**src/rtl/tt_um_mult_if.sv**
```systemverilog
// Bus bundle for tt_um_mult: run request, activation pairs, config, ternary weights
// and the result stream.
interface tt_um_mult_if #(
  parameter int unsigned MAX_IN_LEN  = 16,
  parameter int unsigned MAX_OUT_LEN = 8
);
  logic                                 ena;
  logic [15:0]                          ui_input;
  logic [6:0]                           ui_param;
  logic [2*MAX_IN_LEN*MAX_OUT_LEN-1:0]  ui_weights;
  logic [15:0]                          uo_output;
  logic                                 uo_valid;
  logic                                 uo_done;

  modport master (
    output ena, ui_input, ui_param, ui_weights,
    input  uo_output, uo_valid, uo_done
  );

  modport slave (
    input  ena, ui_input, ui_param, ui_weights,
    output uo_output, uo_valid, uo_done
  );
endinterface

```
**src/rtl/tt_um_mult.sv**
```systemverilog
// Ternary-weight matrix-vector multiplier: consumes two signed activations per cycle,
// accumulates into up to MAX_OUT_LEN sums, then streams the sums out one per cycle.
module tt_um_mult #(
  parameter int unsigned MAX_IN_LEN  = 16,
  parameter int unsigned MAX_OUT_LEN = 8
) (
  input logic         clk,
  input logic         rst,
  tt_um_mult_if.slave bus
);

  typedef enum logic [1:0] {StIdle, StMult, StOut, StDone} state_e;

  state_e      state_q, state_d;
  logic        ena_q, ena_d;
  logic [6:0]  param_q, param_d;
  logic [3:0]  pair_q, pair_d;
  logic [3:0]  idx_q, idx_d;
  logic [15:0] acc_q [MAX_OUT_LEN];
  logic [15:0] acc_d [MAX_OUT_LEN];
  logic [15:0] out_q, out_d;
  logic        valid_q, valid_d;
  logic        done_q, done_d;

  logic [1:0]  w_hi [MAX_OUT_LEN];
  logic [1:0]  w_lo [MAX_OUT_LEN];
  logic        start, last_pair, drop_lo, last_idx;

  function automatic logic [15:0] tern(logic [1:0] w, logic [7:0] x);
    logic [15:0] xs;
    xs = {{8{x[7]}}, x};
    case (w)
      2'b01:   return xs;
      2'b11:   return 16'd0 - xs;
      default: return 16'd0;
    endcase
  endfunction

  assign start     = bus.ena & ~ena_q;
  // Last pair index is (in_len-1)>>1; an odd in_len leaves the final low byte unused.
  assign last_pair = (pair_q == {1'b0, param_q[6:4]});
  assign drop_lo   = last_pair & ~param_q[3];
  assign last_idx  = (idx_q == {1'b0, param_q[2:0]});

  // Weight rows 2k and 2k+1 for the current pair; rows past MAX_IN_LEN read as zero.
  always_comb begin
    for (int j = 0; j < int'(MAX_OUT_LEN); j++) begin
      w_hi[j] = 2'b00;
      w_lo[j] = 2'b00;
      for (int i = 0; i < int'(MAX_IN_LEN); i++) begin
        if (i == 2 * int'(pair_q))     w_hi[j] = bus.ui_weights[2*(i*MAX_OUT_LEN+j) +: 2];
        if (i == 2 * int'(pair_q) + 1) w_lo[j] = bus.ui_weights[2*(i*MAX_OUT_LEN+j) +: 2];
      end
    end
  end

  always_comb begin
    state_d = state_q;
    ena_d   = bus.ena;
    param_d = param_q;
    pair_d  = pair_q;
    idx_d   = idx_q;
    acc_d   = acc_q;
    out_d   = out_q;
    valid_d = valid_q;
    done_d  = done_q;

    case (state_q)
      StIdle: begin
        done_d = 1'b0;
        if (start) begin
          param_d = bus.ui_param;
          pair_d  = 4'd0;
          idx_d   = 4'd0;
          for (int j = 0; j < int'(MAX_OUT_LEN); j++) acc_d[j] = 16'd0;
          state_d = StMult;
        end
      end
      StMult: begin
        if (!bus.ena) begin
          state_d = StIdle;
          valid_d = 1'b0;
          out_d   = 16'd0;
        end else begin
          for (int j = 0; j < int'(MAX_OUT_LEN); j++) begin
            if (j <= int'(param_q[2:0])) begin
              acc_d[j] = acc_q[j] + tern(w_hi[j], bus.ui_input[15:8])
                       + (drop_lo ? 16'd0 : tern(w_lo[j], bus.ui_input[7:0]));
            end
          end
          if (last_pair) begin
            idx_d   = 4'd0;
            state_d = StOut;
          end else begin
            pair_d = pair_q + 4'd1;
          end
        end
      end
      StOut: begin
        if (!bus.ena) begin
          state_d = StIdle;
          valid_d = 1'b0;
          out_d   = 16'd0;
        end else begin
          for (int j = 0; j < int'(MAX_OUT_LEN); j++) begin
            if (int'(idx_q) == j) out_d = acc_q[j];
          end
          valid_d = 1'b1;
          if (last_idx) state_d = StDone;
          else          idx_d   = idx_q + 4'd1;
        end
      end
      StDone: begin
        valid_d = 1'b0;
        done_d  = 1'b1;
        state_d = StIdle;
      end
      default: state_d = StIdle;
    endcase
  end

  always_ff @(posedge clk or posedge rst) begin
    if (rst) begin
      state_q <= StIdle;
      ena_q   <= 1'b0;
      param_q <= 7'h7F;
      pair_q  <= 4'd0;
      idx_q   <= 4'd0;
      for (int j = 0; j < int'(MAX_OUT_LEN); j++) acc_q[j] <= 16'd0;
      out_q   <= 16'd0;
      valid_q <= 1'b0;
      done_q  <= 1'b0;
    end else begin
      state_q <= state_d;
      ena_q   <= ena_d;
      param_q <= param_d;
      pair_q  <= pair_d;
      idx_q   <= idx_d;
      acc_q   <= acc_d;
      out_q   <= out_d;
      valid_q <= valid_d;
      done_q  <= done_d;
    end
  end

  assign bus.uo_output = out_q;
  assign bus.uo_valid  = valid_q;
  assign bus.uo_done   = done_q;

endmodule

```
**src/flat_wrapper.sv**
```systemverilog
// flat-port wrapper written by rule: the top's interface ports become plain ports
module tt_um_mult_flat 
#(
  parameter int unsigned MAX_IN_LEN  = 16,
  parameter int unsigned MAX_OUT_LEN = 8
)
  (clk, rst, bus_ena, bus_ui_input, bus_ui_param, bus_ui_weights, bus_uo_output, bus_uo_valid, bus_uo_done);
  tt_um_mult_if #(.MAX_IN_LEN(MAX_IN_LEN), .MAX_OUT_LEN(MAX_OUT_LEN)) bus_i ();
  input logic clk;
  input logic rst;
  input wire logic [$bits(bus_i.ena)-1:0] bus_ena;
  input wire logic [$bits(bus_i.ui_input)-1:0] bus_ui_input;
  input wire logic [$bits(bus_i.ui_param)-1:0] bus_ui_param;
  input wire logic [$bits(bus_i.ui_weights)-1:0] bus_ui_weights;
  output wire logic [$bits(bus_i.uo_output)-1:0] bus_uo_output;
  output wire logic [$bits(bus_i.uo_valid)-1:0] bus_uo_valid;
  output wire logic [$bits(bus_i.uo_done)-1:0] bus_uo_done;
  assign bus_i.ena = bus_ena;
  assign bus_i.ui_input = bus_ui_input;
  assign bus_i.ui_param = bus_ui_param;
  assign bus_i.ui_weights = bus_ui_weights;
  assign bus_uo_output = bus_i.uo_output;
  assign bus_uo_valid = bus_i.uo_valid;
  assign bus_uo_done = bus_i.uo_done;
  tt_um_mult #(.MAX_IN_LEN(MAX_IN_LEN), .MAX_OUT_LEN(MAX_OUT_LEN)) u_core (.clk(clk), .rst(rst), .bus(bus_i));
endmodule
```
**config.mk**
```make
export PLATFORM = sky130hd
export DESIGN_NAME = tt_um_mult_flat
export DESIGN_NICKNAME = d
export VERILOG_FILES = /design/src/rtl/tt_um_mult_if.sv /design/src/rtl/tt_um_mult.sv /design/src/flat_wrapper.sv
export SDC_FILE = /design/constraint.sdc
export NUM_CORES = 1
export LEC_CHECK = 0
export CORE_MARGIN = 2
export CORE_UTILIZATION = 60
export DETAILED_ROUTE_END_ITERATION = 16
export PLACE_DENSITY = 0.84
export SLEW_MARGIN = 20
export SYNTH_ARGS = -nofsm -noshare
export SYNTH_HDL_FRONTEND = slang
export SYNTH_SLANG_ARGS = --single-unit
```
**constraint.sdc**
```tcl
create_clock -name clk -period 9.8 [get_ports clk]
set_input_delay 0.98 -clock clk [delete_from_list [all_inputs] [get_ports clk]]
set_output_delay 0.98 -clock clk [all_outputs]
set_load 0.01 [all_outputs]
```
# After elaboration in Yosys (flattened, before gate mapping)
# Index checks and enable logic that the tools add are counted.
[op_classes]
add_sub_neg = 21
eq_ne = 83
n_reduce_logical = 23
bitwise = 4
magnitude_cmp = 7
n_mux = 302
[ops]
columns = ["op", "n"]
rows = [
  ["$mux 16", 71],
  ["$pmux 16 s2", 17],
  ["$mux 2", 197],
  ["$add 16x16->16", 16],
  ["$mux 128", 2],
  ["$pmux 128 s2", 1],
  ["$eq 5x32->1 const A", 5],
  ["$eq 4x32->1 const A", 3],
  ["$eq 3x32->1 const A", 2],
  ["$logic_not 32->1", 2],
  ["$eq 2x2->1 const B", 18],
  ["$eq 2x1->1 const B", 17],
  ["$reduce_and 4->1", 8],
  ["$mux 4", 7],
  ["$eq 4x6->1 const A", 3],
  ["$ne 2x1->1 const B", 9],
  ["$sub 1x8->9 const A", 2],
  ["$eq 4x4->1 const A", 4],
  ["$eq 4x4->1 const B", 4],
  ["$le 3x3->1 const A", 4],
  ["$pmux 4 s3", 1],
  ["$ne 10x2->1 const B", 1],
  ["$ne 2x2->1 const B", 5],
  ["$reduce_and 3->1", 3],
  ["25 further kinds", 38],
]
[word_totals]
out_inout_bits = 18
in_bits = 282
elab_cells = 456
reg_bits = 164

# Depth between registers and ports, before layout
# Gate-level depths: netlist (run 1).
[logic_depth]
ltp_word = 28
ltp_mapped = 25
depth_no_buf = 23

# Worst setup path after synthesis (run 1)
# Ideal clock, no wire load.
[synth_timing]
path_kind = "in2reg"
startpoint = "input port bus_ui_input[8]"
endpoint = "register u_core.acc_q[15] (netlist name)"
setup_slack_ns = 3.840
arrival_time_ns = 5.878
setup_ns = 0.082
path_buffers = 2
t_required_ns = 9.718
path_stages = 19
cell_sequence = "clkbuf_1 > inv_1 > ha_1 > buf_1 > nor3b_2 > nor3b_2 > a21oi_1 > mux2i_1 > nor2b_1 > fa_1 > ha_1 > a21o_1 > a21oi_1 > a21boi_0 > a2111oi_0 > nor3_1 > mux2i_1 > o31a_1 > a31oi_1"
[synth_between]
elab_chain_len = 10
[synth_rtl]
columns = ["element", "line", "source"]
rows = [
  ["start, declared", "flat_wrapper.sv:12", "input wire logic [$bits(bus_i.ui_input)-1:0] bus_ui_input;"],
  ["$sub 1x8->9", "tt_um_mult.sv:34", "2'b11: return 16'd0 - xs;"],
  ["$pmux 16 s2 (*)", "tt_um_mult.sv:32", "case (w)"],
  ["$mux 16 (*)", "tt_um_mult.sv:86", "if (j <= int'(param_q[2:0])) begin"],
  ["$mux 16 (*)", "tt_um_mult.sv:80", "if (!bus.ena) begin"],
  ["$mux 16 (*)", "tt_um_mult.sv:68", "case (state_q)"],
  ["$add 16x16->16 (*)", "tt_um_mult.sv:87", "acc_d[j] = acc_q[j] + tern(w_hi[j], bus.ui_input[15:8])"],
  ["$add 16x16->16 (*)", "tt_um_mult.sv:88", "+ (drop_lo ? 16'd0 : tern(w_lo[j], bus.ui_input[7:0]));"],
  ["$mux 16 (*)", "tt_um_mult.sv:86", ""],
  ["$mux 128 (*)", "tt_um_mult.sv:80", ""],
  ["$pmux 128 s2 (*)", "tt_um_mult.sv:68", ""],
  ["end signal, assigned", "tt_um_mult.sv:139", "acc_q <= acc_d;"],
  ["end, declared", "tt_um_mult.sv:19", "logic [15:0] acc_q [MAX_OUT_LEN];"],
]
# Mark *: on every way between the ends. The rest lies on a longest branch, timed or not. The select of a mux whose other input is x is not followed.
# A chain may end at the register's enable or synchronous reset.

# Worst setup path in the final report (run 1)
[layout_timing]
startpoint = "register u_core.pair_q[0]"
endpoint = "register u_core.acc_q[79] (netlist name)"
[layout_between]
elab_chain_len = 28
elab_cells_between_ends = 69
cone_classes = "add/sub: 3; eq/ne: 27; mux: 36; bitwise: 1; reduce/logical: 2"
[layout_rtl]
columns = ["element", "line", "source"]
rows = [
  ["start, declared", "tt_um_mult.sv:17", "logic [3:0] pair_q, pair_d;"],
  ["start signal, assigned", "tt_um_mult.sv:137", "pair_q <= pair_d;"],
  ["$add 5x1->6", "tt_um_mult.sv:52", "if (i == 2 * int'(pair_q) + 1) w_lo[j] = bus.ui_weights[2*(i*MAX_OUT_LEN+j) +: 2];"],
  ["$logic_not 32->1", "tt_um_mult.sv:52", ""],
  ["$mux 2 (16 in a row)", "tt_um_mult.sv:52", ""],
  ["$eq 2x2->1 / $eq 2x1->1 (equally long branches)", "tt_um_mult.sv:32", ""],
  ["$pmux 16 s2", "tt_um_mult.sv:32", ""],
  ["$mux 16", "tt_um_mult.sv:86", ""],
  ["$mux 16", "tt_um_mult.sv:80", ""],
  ["$mux 16", "tt_um_mult.sv:68", ""],
  ["$mux 16", "tt_um_mult.sv:88", ""],
  ["$add 16x16->16 (*)", "tt_um_mult.sv:88", ""],
  ["$mux 16 (*)", "tt_um_mult.sv:86", ""],
  ["$mux 128 (*)", "tt_um_mult.sv:80", ""],
  ["$pmux 128 s2 (*)", "tt_um_mult.sv:68", ""],
]
# Marked as above.

==> metrics.txt, run 1 <==
drt wl/cell=24.0 um; largest net degree at the start of global routing=61; CTS tree=yes; Setup-failing EPs final=0; first-pass GRT wire length=115000 um; Routability Congestion=1.04; CTS clk-pin slew, worst paths=0.08 ns; CP max FO=27; DR vias=20117; total grt overflow=0; Final TNS setup=0 ns; first-pass detailed-route iteration total=6; Final ANT Viol Nets=0; synthesized area=19900 sq um; WL final=75000 um; number of synthesized register bits=164; vias per inst=6.45; Crit. End Element=flop; die width=186 um; Initial Utilization=61.0%; DRC viols=0; GRT Overall Usage=44.1%; Detailed Place HPWL=60000 um; total core area=32600 sq um; commonest non-fill, non-tap cell in the layout=nand2_1; clk buf depth=2; Row Count=66; share of cells above drive strength 1=5.35%; Syn Nets=2973; die area=34700 sq um; Skew-Pair Late Insertion Delay=0.46 ns; RSZ-0062 raised after global routing=no; DRT iter0 DRCs=2199; cts bufs inserted=17; minimum clock period=7.02 ns; crit share post-route=71.7%; area of the multi-input gates=14600 sq um; commonest cells after routing, fill and taps aside=nand2_1 (341), clkdlybuf4s50_1 (299), nor2_1 (243); final core area utilization=73.1%; CTS Root Cell=clkbuf_16; warnings from Yosys=0; sequential area share after synthesis=20.7%; Post-CTS Setup Inserts=0; Hold Path Depth=2; Worst slew margin=23.3%; syn avg cell area=8.20 sq um; Synth async-reset ratio=100%; final net count=3204; worst-margin pin slew=1.15 ns; # clock sinks=164; met3 wire length=8660 um; routed wl met2=33900 um; Die Span Y=186 um; Final Hold Fails=0; synthesis-to-finish area growth=19.7%; antenna violations before repair=8; Setup crit start kind=flop; cells on worst reg2reg path=20; hold buffers post-CTS=0; outcome=completed; # Max-Cap Violations=0; Syn Inst Count=2428; H-tree levels=4; vias in the first global route=19917; max-slew violation count=0; M1 WL=29400 um; Crit Path Class=reg2reg; Top FF cell, synth=dfrtp_1; Worst Path Arrival=7.37 ns; synth unique cells=68; IO Port Bufs=299; EDFF count, synth=0; Reg area=4110 sq um; Worst EP required=10.15 ns; FMAX=142 MHz; fillers=2482; cts repair resizes=0; Hold Crit Class=reg2reg; clock skew=0.0151 ns; Ports=300; DR top layer=met5
-- cell type report --
type | count | share of cell area [%]
tap | 442 | 2.32
sequential | 164 | 17.3
clock inverter | 15 | 0.798
timing repair buffer | 329 | 13.5
antenna | 7 | 0.0735
multi-input combinational | 1945 | 61.1
clock buffer | 17 | 1.78
inverter | 202 | 3.20
-- kinds of logic (layout without fill, tap and decap cells) --
family                     after synthesis  after routing  synth area share, %
other                                    0              7                    0
muxes                                   46             46                 2.37
DFF                                    164            164                 20.7
adders and majority gates              263            263                 21.4
xor gates and xnor gates               198            198                 8.71
AOI/OAI and AO/OA                      615            615                 21.9
buffers and inverters                  319            563                 6.43
and+or+nand+nor                        823            823                 18.6
-- worst paths after layout --
path                                         start                      end  slack [ns]
hold / removal             u_core.bus.uo_output[2]  u_core.bus.uo_output[2]        0.48
setup / recovery                  u_core.pair_q[0]         u_core.acc_q[79]        2.78
setup reg to reg                  u_core.pair_q[0]         u_core.acc_q[79]        2.78
hold reg to reg            u_core.bus.uo_output[2]  u_core.bus.uo_output[2]        0.48
min in group asynchronous                      rst        u_core.state_q[0]        0.93
max in group asynchronous                      rst         u_core.acc_q[71]        6.92
-- cells in the mapped netlist (8+ instances only) --
cell type / n / share of area (%)
nand2_1: 343 / 6.5
nor2_1: 244 / 4.6
inv_1: 200 / 3.8
dfrtp_1: 157 / 20
ha_1: 135 / 8.5
fa_1: 128 / 13
xor2_1: 121 / 5.3
a21oi_1: 107 / 2.7
o21ai_0: 98 / 2.5
xnor2_1: 77 / 3.4
clkbuf_1: 55 / 1.0
a211oi_1: 47 / 1.8
a22o_1: 47 / 2.1
nor2b_1: 46 / 1.4
nor3_1: 44 / 1.1
nand3_1: 39 / 0.98
mux2i_1: 37 / 1.9
a221oi_1: 33 / 1.5
buf_2: 32 / 0.80
a31oi_1: 31 / 0.97
o22ai_1: 29 / 0.91
a21o_1: 27 / 1.0
o211ai_1: 25 / 0.94
a311oi_1: 24 / 1.1
o31ai_1: 22 / 0.83
o31a_1: 19 / 0.84
and3_1: 18 / 0.57
buf_1: 18 / 0.34
o41ai_1: 18 / 0.79
o22ai_2: 16 / 1.0
or3_1: 14 / 0.44
and2_1: 12 / 0.38
buf_4: 11 / 0.41
nand2b_1: 11 / 0.35
a21oi_2: 10 / 0.44
a22oi_1: 10 / 0.38
nor3b_2: 10 / 0.63
mux2_2: 9 / 0.51
a221o_1: 8 / 0.40
-- registers in the layout, summed over array words and instances (netlist names), 2 cells and up --
register and cells:
u_core.pair_q 4, u_core.idx_q 4, u_core.acc_q 128, u_core.state_q 2
u_core.bus.uo_output 16, u_core.param_q 7
-- stage by stage --
stage                     instances  area (sq um)  hold WS (ns)  setup WS, ns
final                          3121         23800         0.484          2.78
after global routing           3119         23800         0.494          2.39
after CTS                      3114         23800         0.481          2.90
after detailed placement       3082         23200         0.462          2.63
after global placement         3082         23200         0.462          2.84
after floorplan                2428         19900         0.447          3.84
-- critical path, cell delays in order, from the launching register on --
cell and delay (ns):
dfrtp_1 0.46, ha_1 0.28, nor3b_2 0.91, buf_4 0.37, buf_4 0.33, o31a_1 0.20
a31oi_1 0.10, o22ai_2 0.60, mux2i_1 0.25, nor2b_1 0.25, fa_1 0.46, ha_1 0.24
fa_1 0.49, a211oi_1 0.49, o21ai_0 0.25, nand3_1 0.16, nand3_1 0.14, a2111oi_0 0.49
nor3_1 0.13, mux2i_1 0.14, a21o_1 0.15
-- layer usage --
layer / GRT usage [%] / up-vias
li1: - / 8941
met1: 56.9 / 9730
met2: 69.9 / 1225
met3: 12.8 / 219
met4: 17.7 / 2
met5: 0 / -
Power of run 1 is left out: the tool's default activity adds up to more than one toggle a clock period on the data nets, which glitch-free logic cannot reach.
==> run 2: changes to the inputs <==
--- a/config.mk
+++ b/config.mk
@@ -6,9 +6,9 @@
 export NUM_CORES = 1
 export LEC_CHECK = 0
 export CORE_MARGIN = 2
-export CORE_UTILIZATION = 60
+export CORE_UTILIZATION = 57
 export DETAILED_ROUTE_END_ITERATION = 16
-export PLACE_DENSITY = 0.84
+export PLACE_DENSITY = 0.81
 export SLEW_MARGIN = 20
 export SYNTH_ARGS = -nofsm -noshare
 export SYNTH_HDL_FRONTEND = slang
==> constraint.sdc (replaced) <==
create_clock -name clk -period 6.59 [get_ports clk]
set_input_delay 0.659 -clock clk [delete_from_list [all_inputs] [get_ports clk]]
set_output_delay 0.659 -clock clk [all_outputs]
set_load 0.01 [all_outputs]
==> metrics.txt, run 2 (synthesis results as in run 1) <==
Detailed Place HPWL=62400 um; GRT Overall Usage=43.8%; CTS Root Cell=clkbuf_16; Critical Path Source=u_core.pair_q[3]; Final Hold Fails=0; Routability Congestion=1.09; outcome=completed; Final ANT Viol Nets=0; crit path buf inv count=1; first-pass detailed-route iteration total=6; Critical Path Stages=18; commonest non-fill, non-tap cell in the layout=nand2_1; Die Span Y=191 um; total core area=34500 sq um; synthesis-to-finish area growth=21.5%; CTS clk-pin slew, worst paths=0.07 ns; # clock sinks=164; die area=36400 sq um; reg2reg start=u_core.pair_q[3]; cts bufs inserted=17; first-pass GRT wire length=120000 um; Ports=300; DR vias=20478; clock skew=0.0129 ns; Hold Crit Class=reg2reg; Skew-Pair Late Insertion Delay=0.46 ns; clk buf depth=2; minimum clock period=6.07 ns; CTS tree=yes; Initial Utilization=57.8%; cells on worst reg2reg path=18; Largest Register=u_core.acc_q; WL final=78300 um; hold buffers post-CTS=0; RSZ-0062 raised after global routing=no; die width=191 um; max FFs per register=128; share of cells above drive strength 1=6.99%; Worst slew margin=26.2%; largest net degree at the start of global routing=63; vias per inst=6.44; commonest cells after routing, fill and taps aside=nand2_1 (341), clkdlybuf4s50_1 (299), nor2_1 (244); DRT iter0 DRCs=2269; Worst path top cell family by delay=simple AND/OR/NAND/NOR gates; Critical-path top delay cell=nor2b_1; drt wl/cell=24.6 um; crit share post-route=92.1%; Crit. End Element=flop; IO Port Bufs=299; Row Count=68; Final TNS setup=0 ns; critical path's most frequent cell=a21oi_1; crit path cell chain=nor2b_2, nand2_2, buf_4, nor2_1, a311oi_1, a21oi_1, a21oi_1, and2b_1, nor2b_1, fa_1, ha_1, and3_1, a21oi_1, o21ai_0, o41ai_1, o21ai_0, xor2_1, a22o_1; worst-margin pin slew=1.10 ns; Setup crit start kind=flop; Crit Path Class=reg2reg; antenna violations before repair=4; R2R Path End=u_core.acc_q[78]; H-tree levels=4; max-slew violation count=0; total grt overflow=0; vias in the first global route=20138; # Max-Cap Violations=0; CP max FO=30; Setup-failing EPs final=0; DRC viols=0; Critical Path Sink=u_core.acc_q[78]; Critical Path Max Stage Delay=0.75 ns; FMAX=165 MHz; Hold Path Depth=2; Worst EP required=6.93 ns; final net count=3252; Worst Path Arrival=6.40 ns; R2R Setup Slk=0.52 ns
[run 2: timing repair]
action,CTS,global route
setup buffers,0,3
setup endpoints to repair,0,4
gates resized for setup,0,6
[run 2: tightest hold or removal path, stage by stage (launching register included)]
cell     delay (ns)
dfrtp_1        0.35
nand2_1        0.05
o41ai_1        0.05
[run 2: cell type report]
class                           count  area, sq um
Multi-Input combinational cell   1945        14600
Fill cell                        2765        10300
Sequential cell                   164         4110
Timing Repair Buffer              377         3600
Inverter                          202          763
Tap cell                          455          569
Clock buffer                       17          425
Clock inverter                     15          149
Antenna cell                        5         12.5
[run 2: worst min-delay path by stage]
stage | from | endpoint | slack (ns)
final | u_core.bus.uo_output[3] | u_core.bus.uo_output[3] | 0.48
after global routing | u_core.bus.uo_output[8] | u_core.bus.uo_output[8] | 0.51
after CTS | u_core.bus.uo_output[3] | u_core.bus.uo_output[3] | 0.48
after detailed placement | u_core.bus.uo_output[9] | u_core.bus.uo_output[9] | 0.46
after global placement | u_core.bus.uo_output[14] | u_core.bus.uo_output[14] | 0.46
after floorplan | u_core.acc_q[15] | u_core.acc_q[15] | 0.45
[run 2: metrics by stage]
step / setup WS (ns) / util, % / hold slack, ns / area (sq um) / cells
floorplan: 0.951 / - / 0.447 / 19900 / 2428
global route: 0.0631 / 70.2 / 0.511 / 24200 / 3178
finish: 0.524 / 70.2 / 0.484 / 24200 / 3180
CTS: 0.322 / 70.1 / 0.481 / 24100 / 3172
detailed placement: 0.407 / 68.4 / 0.459 / 23600 / 3140
global placement: 0.594 / 68.4 / 0.455 / 23600 / 3140
[run 2: per-layer routing]
layer  vias to the layer above  GRT usage [%]  part of all wire, %
met5                         -              0                    0
met2                      1273           68.6                   45
met3                       261           10.2                   11
li1                       9032              -                    -
met1                      9912           58.0                   39
met4                         0           18.8                  5.1
Power of run 2 is left out for the same reason.
